File: src/rtl/line_fill_master_pkg.sv
// Shared types and constants for the I-cache line fill master.
package line_fill_master_pkg;

    // AHB transfer types.
    typedef enum logic [1:0] {
        HTRANS_IDLE   = 2'b00,
        HTRANS_BUSY   = 2'b01,
        HTRANS_NONSEQ = 2'b10,
        HTRANS_SEQ    = 2'b11
    } htrans_t;

    // AHB burst types used by the fill master.
    typedef enum logic [2:0] {
        BURST_SINGLE = 3'b000,
        BURST_WRAP4  = 3'b010
    } burst_type_t;

    localparam logic [2:0] HSIZE_WORD = 3'b010;

    localparam int unsigned BEATS_PER_LINE = 4;

    // Fill sequencer states.
    typedef enum logic [2:0] {
        FILL_IDLE,
        FILL_ADDR,
        FILL_BURST,
        FILL_LAST,
        FILL_DONE
    } fill_state_t;

    // Word index inside a 4-word line for beat n of a WRAP4 burst.
    function automatic logic [1:0] wrap_index(input logic [1:0] start_word,
                                              input logic [1:0] beat);
        return start_word + beat;
    endfunction

endpackage

File: src/rtl/line_fill_master_wrap_addr_gen.sv
// WRAP4 beat address generator: keeps the line bits of the base address
// and advances the word index modulo 4.
module wrap_addr_gen
    import line_fill_master_pkg::*;
#(
    parameter int unsigned ADDR_WIDTH = 32
) (
    input  logic [ADDR_WIDTH-1:0] base_addr,
    input  logic [1:0]            beat_idx,
    output logic [ADDR_WIDTH-1:0] beat_addr
);

    // Replace only the word-select bits; everything else comes from the base.
    always_comb begin
        beat_addr      = base_addr;
        beat_addr[3:2] = wrap_index(base_addr[3:2], beat_idx);
    end

endmodule

File: src/rtl/line_fill_master.sv
// I-cache line fill master: turns one miss request into an AHB-lite WRAP4
// read burst, forwards the critical word and returns the assembled line.
module line_fill_master
    import line_fill_master_pkg::*;
#(
    parameter int unsigned ADDR_WIDTH = 32,
    parameter int unsigned DATA_WIDTH = 32,
    parameter int unsigned LINE_WIDTH = 128
) (
    input  logic                  hclk,
    input  logic                  hrst,
    input  logic                  req_valid,
    output logic                  req_ready,
    input  logic [ADDR_WIDTH-1:0] req_addr,
    output logic                  crit_valid,
    output logic [DATA_WIDTH-1:0] crit_data,
    output logic                  resp_valid,
    input  logic                  resp_ready,
    output logic [LINE_WIDTH-1:0] resp_line,
    output logic [ADDR_WIDTH-1:0] resp_addr,
    output logic                  resp_err,
    output logic [ADDR_WIDTH-1:0] haddr,
    output logic [1:0]            htrans,
    output logic                  hwrite,
    output logic [2:0]            hsize,
    output logic [2:0]            hburst,
    input  logic [DATA_WIDTH-1:0] hrdata,
    input  logic                  hready,
    input  logic                  hresp
);

    if (LINE_WIDTH != BEATS_PER_LINE * DATA_WIDTH) begin : g_bad_line_width
        $error("line_fill_master: LINE_WIDTH must equal 4*DATA_WIDTH");
    end

    fill_state_t           state_q, state_d;
    logic [ADDR_WIDTH-1:0] base_q, base_d;
    logic [1:0]            cnt_q, cnt_d;
    logic                  err_pend_q, err_pend_d;
    logic [LINE_WIDTH-1:0] line_q, line_d;
    logic                  resp_err_q, resp_err_d;
    logic                  crit_valid_q, crit_valid_d;
    logic [DATA_WIDTH-1:0] crit_data_q, crit_data_d;

    logic [1:0]            addr_idx;
    logic [1:0]            data_widx;
    logic [ADDR_WIDTH-1:0] beat_addr;
    logic                  unused_addr_lsbs;

    assign unused_addr_lsbs = ^req_addr[1:0];

    // In BURST the address phase runs one beat ahead of the data phase (cnt_q).
    assign addr_idx  = (state_q == FILL_BURST) ? cnt_q + 2'd1 : cnt_q;
    assign data_widx = wrap_index(base_q[3:2], cnt_q);

    wrap_addr_gen #(
        .ADDR_WIDTH (ADDR_WIDTH)
    ) u_wrap_addr_gen (
        .base_addr (base_q),
        .beat_idx  (addr_idx),
        .beat_addr (beat_addr)
    );

    assign req_ready  = (state_q == FILL_IDLE);
    assign resp_valid = (state_q == FILL_DONE);
    assign resp_line  = line_q;
    assign resp_addr  = {base_q[ADDR_WIDTH-1:4], 4'b0000};
    assign resp_err   = resp_err_q;
    assign crit_valid = crit_valid_q;
    assign crit_data  = crit_data_q;
    assign hwrite     = 1'b0;
    assign hsize      = HSIZE_WORD;

    // Next-state, beat capture and AHB address-phase signalling.
    always_comb begin
        state_d      = state_q;
        base_d       = base_q;
        cnt_d        = cnt_q;
        err_pend_d   = err_pend_q;
        line_d       = line_q;
        resp_err_d   = resp_err_q;
        crit_valid_d = 1'b0;
        crit_data_d  = crit_data_q;
        haddr        = '0;
        htrans       = HTRANS_IDLE;
        hburst       = BURST_SINGLE;

        case (state_q)
            FILL_IDLE: begin
                if (req_valid) begin
                    base_d     = {req_addr[ADDR_WIDTH-1:2], 2'b00};
                    cnt_d      = 2'd0;
                    err_pend_d = 1'b0;
                    resp_err_d = 1'b0;
                    state_d    = FILL_ADDR;
                end
            end

            FILL_ADDR: begin
                haddr  = beat_addr;
                htrans = HTRANS_NONSEQ;
                hburst = BURST_WRAP4;
                if (hready) begin
                    state_d = FILL_BURST;
                end
            end

            FILL_BURST: begin
                haddr  = beat_addr;
                hburst = BURST_WRAP4;
                // After the first ERROR cycle the pending SEQ is withdrawn.
                htrans = err_pend_q ? HTRANS_IDLE : HTRANS_SEQ;
                if (hready) begin
                    if (hresp) begin
                        err_pend_d = 1'b0;
                        resp_err_d = 1'b1;
                        state_d    = FILL_DONE;
                    end else begin
                        line_d[32'(data_widx) * DATA_WIDTH +: DATA_WIDTH] = hrdata;
                        if (cnt_q == 2'd0) begin
                            crit_valid_d = 1'b1;
                            crit_data_d  = hrdata;
                        end
                        cnt_d = cnt_q + 2'd1;
                        if (cnt_q == 2'd2) begin
                            state_d = FILL_LAST;
                        end
                    end
                end else if (hresp) begin
                    err_pend_d = 1'b1;
                end
            end

            FILL_LAST: begin
                haddr  = beat_addr;
                hburst = BURST_WRAP4;
                if (hready) begin
                    if (hresp) begin
                        resp_err_d = 1'b1;
                    end else begin
                        line_d[32'(data_widx) * DATA_WIDTH +: DATA_WIDTH] = hrdata;
                    end
                    err_pend_d = 1'b0;
                    state_d    = FILL_DONE;
                end
            end

            FILL_DONE: begin
                if (resp_ready) begin
                    state_d = FILL_IDLE;
                end
            end

            default: begin
                state_d = FILL_IDLE;
            end
        endcase
    end

    // State and datapath registers with synchronous reset.
    always_ff @(posedge hclk) begin
        if (hrst) begin
            state_q      <= FILL_IDLE;
            base_q       <= '0;
            cnt_q        <= '0;
            err_pend_q   <= 1'b0;
            line_q       <= '0;
            resp_err_q   <= 1'b0;
            crit_valid_q <= 1'b0;
            crit_data_q  <= '0;
        end else begin
            state_q      <= state_d;
            base_q       <= base_d;
            cnt_q        <= cnt_d;
            err_pend_q   <= err_pend_d;
            line_q       <= line_d;
            resp_err_q   <= resp_err_d;
            crit_valid_q <= crit_valid_d;
            crit_data_q  <= crit_data_d;
        end
    end

endmodule

File: config.mk
export PLATFORM = sky130hd
export DESIGN_NAME = line_fill_master
export DESIGN_NICKNAME = d
export VERILOG_FILES = /design/src/rtl/line_fill_master_pkg.sv /design/src/rtl/line_fill_master_wrap_addr_gen.sv /design/src/rtl/line_fill_master.sv
export SDC_FILE = /design/constraint.sdc
export NUM_CORES = 1
export LEC_CHECK = 0
export BUFFER_PORTS_ARGS = -buffer_cell sky130_fd_sc_hd__buf_2
export CAP_MARGIN = 5
export CORE_ASPECT_RATIO = 1.5
export CORE_MARGIN = 5
export CORE_UTILIZATION = 53
export CTS_CLUSTER_DIAMETER = 200
export DETAILED_ROUTE_END_ITERATION = 12
export PLACE_DENSITY = 0.85
export SKIP_LAST_GASP = 1
export SLEW_MARGIN = 25
export SYNTH_ARGS = -nofsm -noshare
export SYNTH_HDL_FRONTEND = slang
export SYNTH_HIERARCHICAL = 1
export SYNTH_SLANG_ARGS = --single-unit
export TNS_END_PERCENT = 1
File: constraint.sdc
create_clock -name hclk -period 6.44 [get_ports hclk]
set_input_delay 0.322 -clock hclk [delete_from_list [all_inputs] [get_ports hclk]]
set_output_delay 0.322 -clock hclk [all_outputs]
set_load 0.01 [all_outputs]
==> key figures <==
Power and ir drop
  • Leakage power total: 4.42 nW
  • Worst vdd ir: between 0.15 and 0.2 mV
  • Pint: 1.83 mW
  • Power per Cell Area: 253 nW/um2
  • Clk pwr share: approximately two fifths
  • Switching share of power: 27.1%
  • Comb pwr share: 8.1%
  • Psw: 681 uW
  • Sequential power share: roughly 50%

Timing
  • Final min period: 3.29 ns
  • Final setup violation count: 0
  • TNS Setup: 0 ns
  • RSZ-0062 raised after global routing: false
  • Hold Vio Cnt, Final: 0
  • Min Hold Slack: 0.123 ns
  • Fin crit share: 51.2%
  • Fmax achieved: 304 MHz
  • Max Clock Skew: ~0.015 ns
  • Slew @ Worst Pin: 1.04 ns
  • Max-Slew Margin vs Limit: 30.3%
  • Max Slew Vio Count: 0

Logic synthesis
  • #FFs+latches synth: 198
  • Synth top area share: 47.6%
  • Synth Instances: around 1,100
  • Syn Std Cell Area: about 8300 um2
  • Async SR Flop Fraction: 0%
  • Sequential fraction of the synthesis area: 47.6%
  • Number of synthesized flops with an enable pin: 0
  • Post-Syn Area per Cell: 7.82 um2
  • Ranking of synthesized cells by area: dfxtp_1 (48%), a21oi_1 (12%), nand2_1 (10%)
  • Ys Warns: 6
  • Area leader, netlist: dfxtp_1
  • Post-synth top flop: dfxtp_1
  • Synth cell types: 39

Critical path
  • Setup crit start kind: register
  • CP Capture Type: output pin
  • CP arrival: 2.97 ns
  • CP Max Fanout: 18
  • Worst endpoint required time: around 6.1 ns
  • Crit Path Class: reg -> out

Clock network
  • H-tree Lvls: 4
  • Clk root buf: clkbuf_16
  • Post-cts hold buffer count: 0
  • Setup bufs post-CTS: 0
  • Total CTS buffers: 17
  • Clock Latency Late Sink: 0.43 ns
  • Clock sinks: 198
  • CTS tree: built
  • Clock tree buffer depth: 2
  • CTS clock-pin slew for the worst setup and hold paths: 0.08 ns
  • Post-CTS sizing: 0

Global routing
  • Grt met3 use: a little under 8%
  • Vias in the first global route: 7,285
  • Met2 Usage GRT: between 40 and 50%
  • GRT Residual Overflow: 0
  • Global-route wire length before repair: between 30 and 40 mm
  • Grt peak-use layer: met2
  • Total GRT Usage: 25.3%
  • Antenna violations before repair: 0
  • Grt met1 use: 27.4%
  • Largest net degree at the start of global routing: 107

Routing
  • Remaining antenna violation count: 0
  • Vias per inst: 5.25
  • Remaining DRCs: 0
  • Drt pass-1 iters: 4
  • WL final: 24.2 mm
  • WL/cell: about 17 um
  • Drt initial violations: 447
  • Vias: 7,659

Finish
  • Layout cell share with drive strength beyond 1: 27.5%
  • # diodes: 0
  • Most common cell after layout, fill and taps aside: buf_2
  • Synthesis-to-layout area growth: 19.2%
  • Layout fillers: 1,348
  • # nets final: 1,320
  • Most frequent cells in the layout: buf_2 (291), nand2_1 (223), dfxtp_1 (198)

Floorplanning
  • Initial Utilization: 53.5%
  • I/O pin cnt: 307
  • Die height: 163 um
  • Core Rows: 56
  • DIE WIDTH: between 100 and 150 um
  • Die area: 18,400 um2
  • Area of the core: 15,600 um2

Worst hold path
  • Hold Path Class: in -> reg

Placed design
  • GP Congestion: 0.800
  • Post-DP HPWL: between 15 and 20 mm
  • PortBufs: 292

Job
  • Max Cap Viol: 0

Outcome
  • Status: completed
-- synth_stat cells (all sizes together) (2+ instances only) --
cell type	count
buf	80
xor3	2
nand3	99
nor3b	2
nor2b	5
inv	39
o21ai	3
and3	3
dfxtp	198
nor2	10
nand2b	33
clkbuf	73
nand2	225
a21oi	197
nor3	5
conb	2
or3	32
o2111ai	2
and2	35
ha	8
-- power groups by stage --
stage / logic (mW) / registers (mW) / clock network [mW]
final: 0.204 / 1.26 / 1.05
after global routing: 0.225 / 1.26 / 1.12
after CTS: 0.204 / 1.25 / 1.07
after detailed placement: 0.204 / 1.28 / 0
after global placement: 0.200 / 1.28 / 0
after floorplan: 0.153 / 1.28 / 0
-- through the flow --
stage | util, % | cells | worst slack (ns) | cell area, um2 | total power [mW]
global placement | 60.0 | 1426 | 3.67 | 9330 | 1.48
global route | 63.8 | 1458 | 2.91 | 9920 | 2.60
floorplan | - | 1074 | 4.17 | 8360 | 1.43
detailed placement | 60.0 | 1426 | 3.59 | 9330 | 1.49
finish | 63.8 | 1458 | 3.15 | 9920 | 2.51
CTS | 63.7 | 1458 | 3.11 | 9920 | 2.53
-- logic make-up after synthesis --
group,share of synthesized area (%)
and+or+nand+nor,25.7
AOI/OAI and AO/OA,12.8
DFF,47.6
buffers and inverters,11.9
adders and majority gates,1.20
other,0.0902
xor gates and xnor gates,0.586
muxes,0.120
-- routing by layer --
layer / up-vias / wire, um
li1: 3756 / -
met1: 3522 / 8920
met2: 321 / 12200
met3: 60 / 1950
met4: 0 / 1090
met5: - / 0
-- cell type report --
class,count,area (um2),share of cell area [%]
inverters,39,146,1.48
clock inverters,14,158,1.59
well taps,203,254,2.56
multi-input cells,684,3430,34.5
repair buffers,302,1540,15.6
flip-flops and latches,198,3960,40.0
clock buffers,18,429,4.33
-- worst max-delay path, stage by stage, from the launching register on --
cell and delay [ns]:
dfxtp_1 0.64, nor3b_1 0.67, ha_1 0.36, inv_1 0.06
ha_1 0.14, xor3_1 0.38, and2_1 0.15, buf_2 0.14
-- sequential cells by signal, indices dropped and copies added, names as in the netlist --
name	cells
crit_data	32
state_q	3
cnt_q	2
resp_line	128
err_pend_q	1
resp_err	1
crit_valid	1
base_q	30
-- path summary, 6_finish.rpt --
path                      start             end  slack, ns  cells after the start
hold reg to reg   resp_line[42]   resp_line[42]       0.45                      2
setup reg to reg       cnt_q[1]  resp_line[118]       3.59                      6
hold / removal     req_addr[10]      base_q[10]       0.12                      3
setup / recovery     state_q[1]        haddr[3]       3.15                      7
No activity file was read; power rests on OpenSTA's default activity.
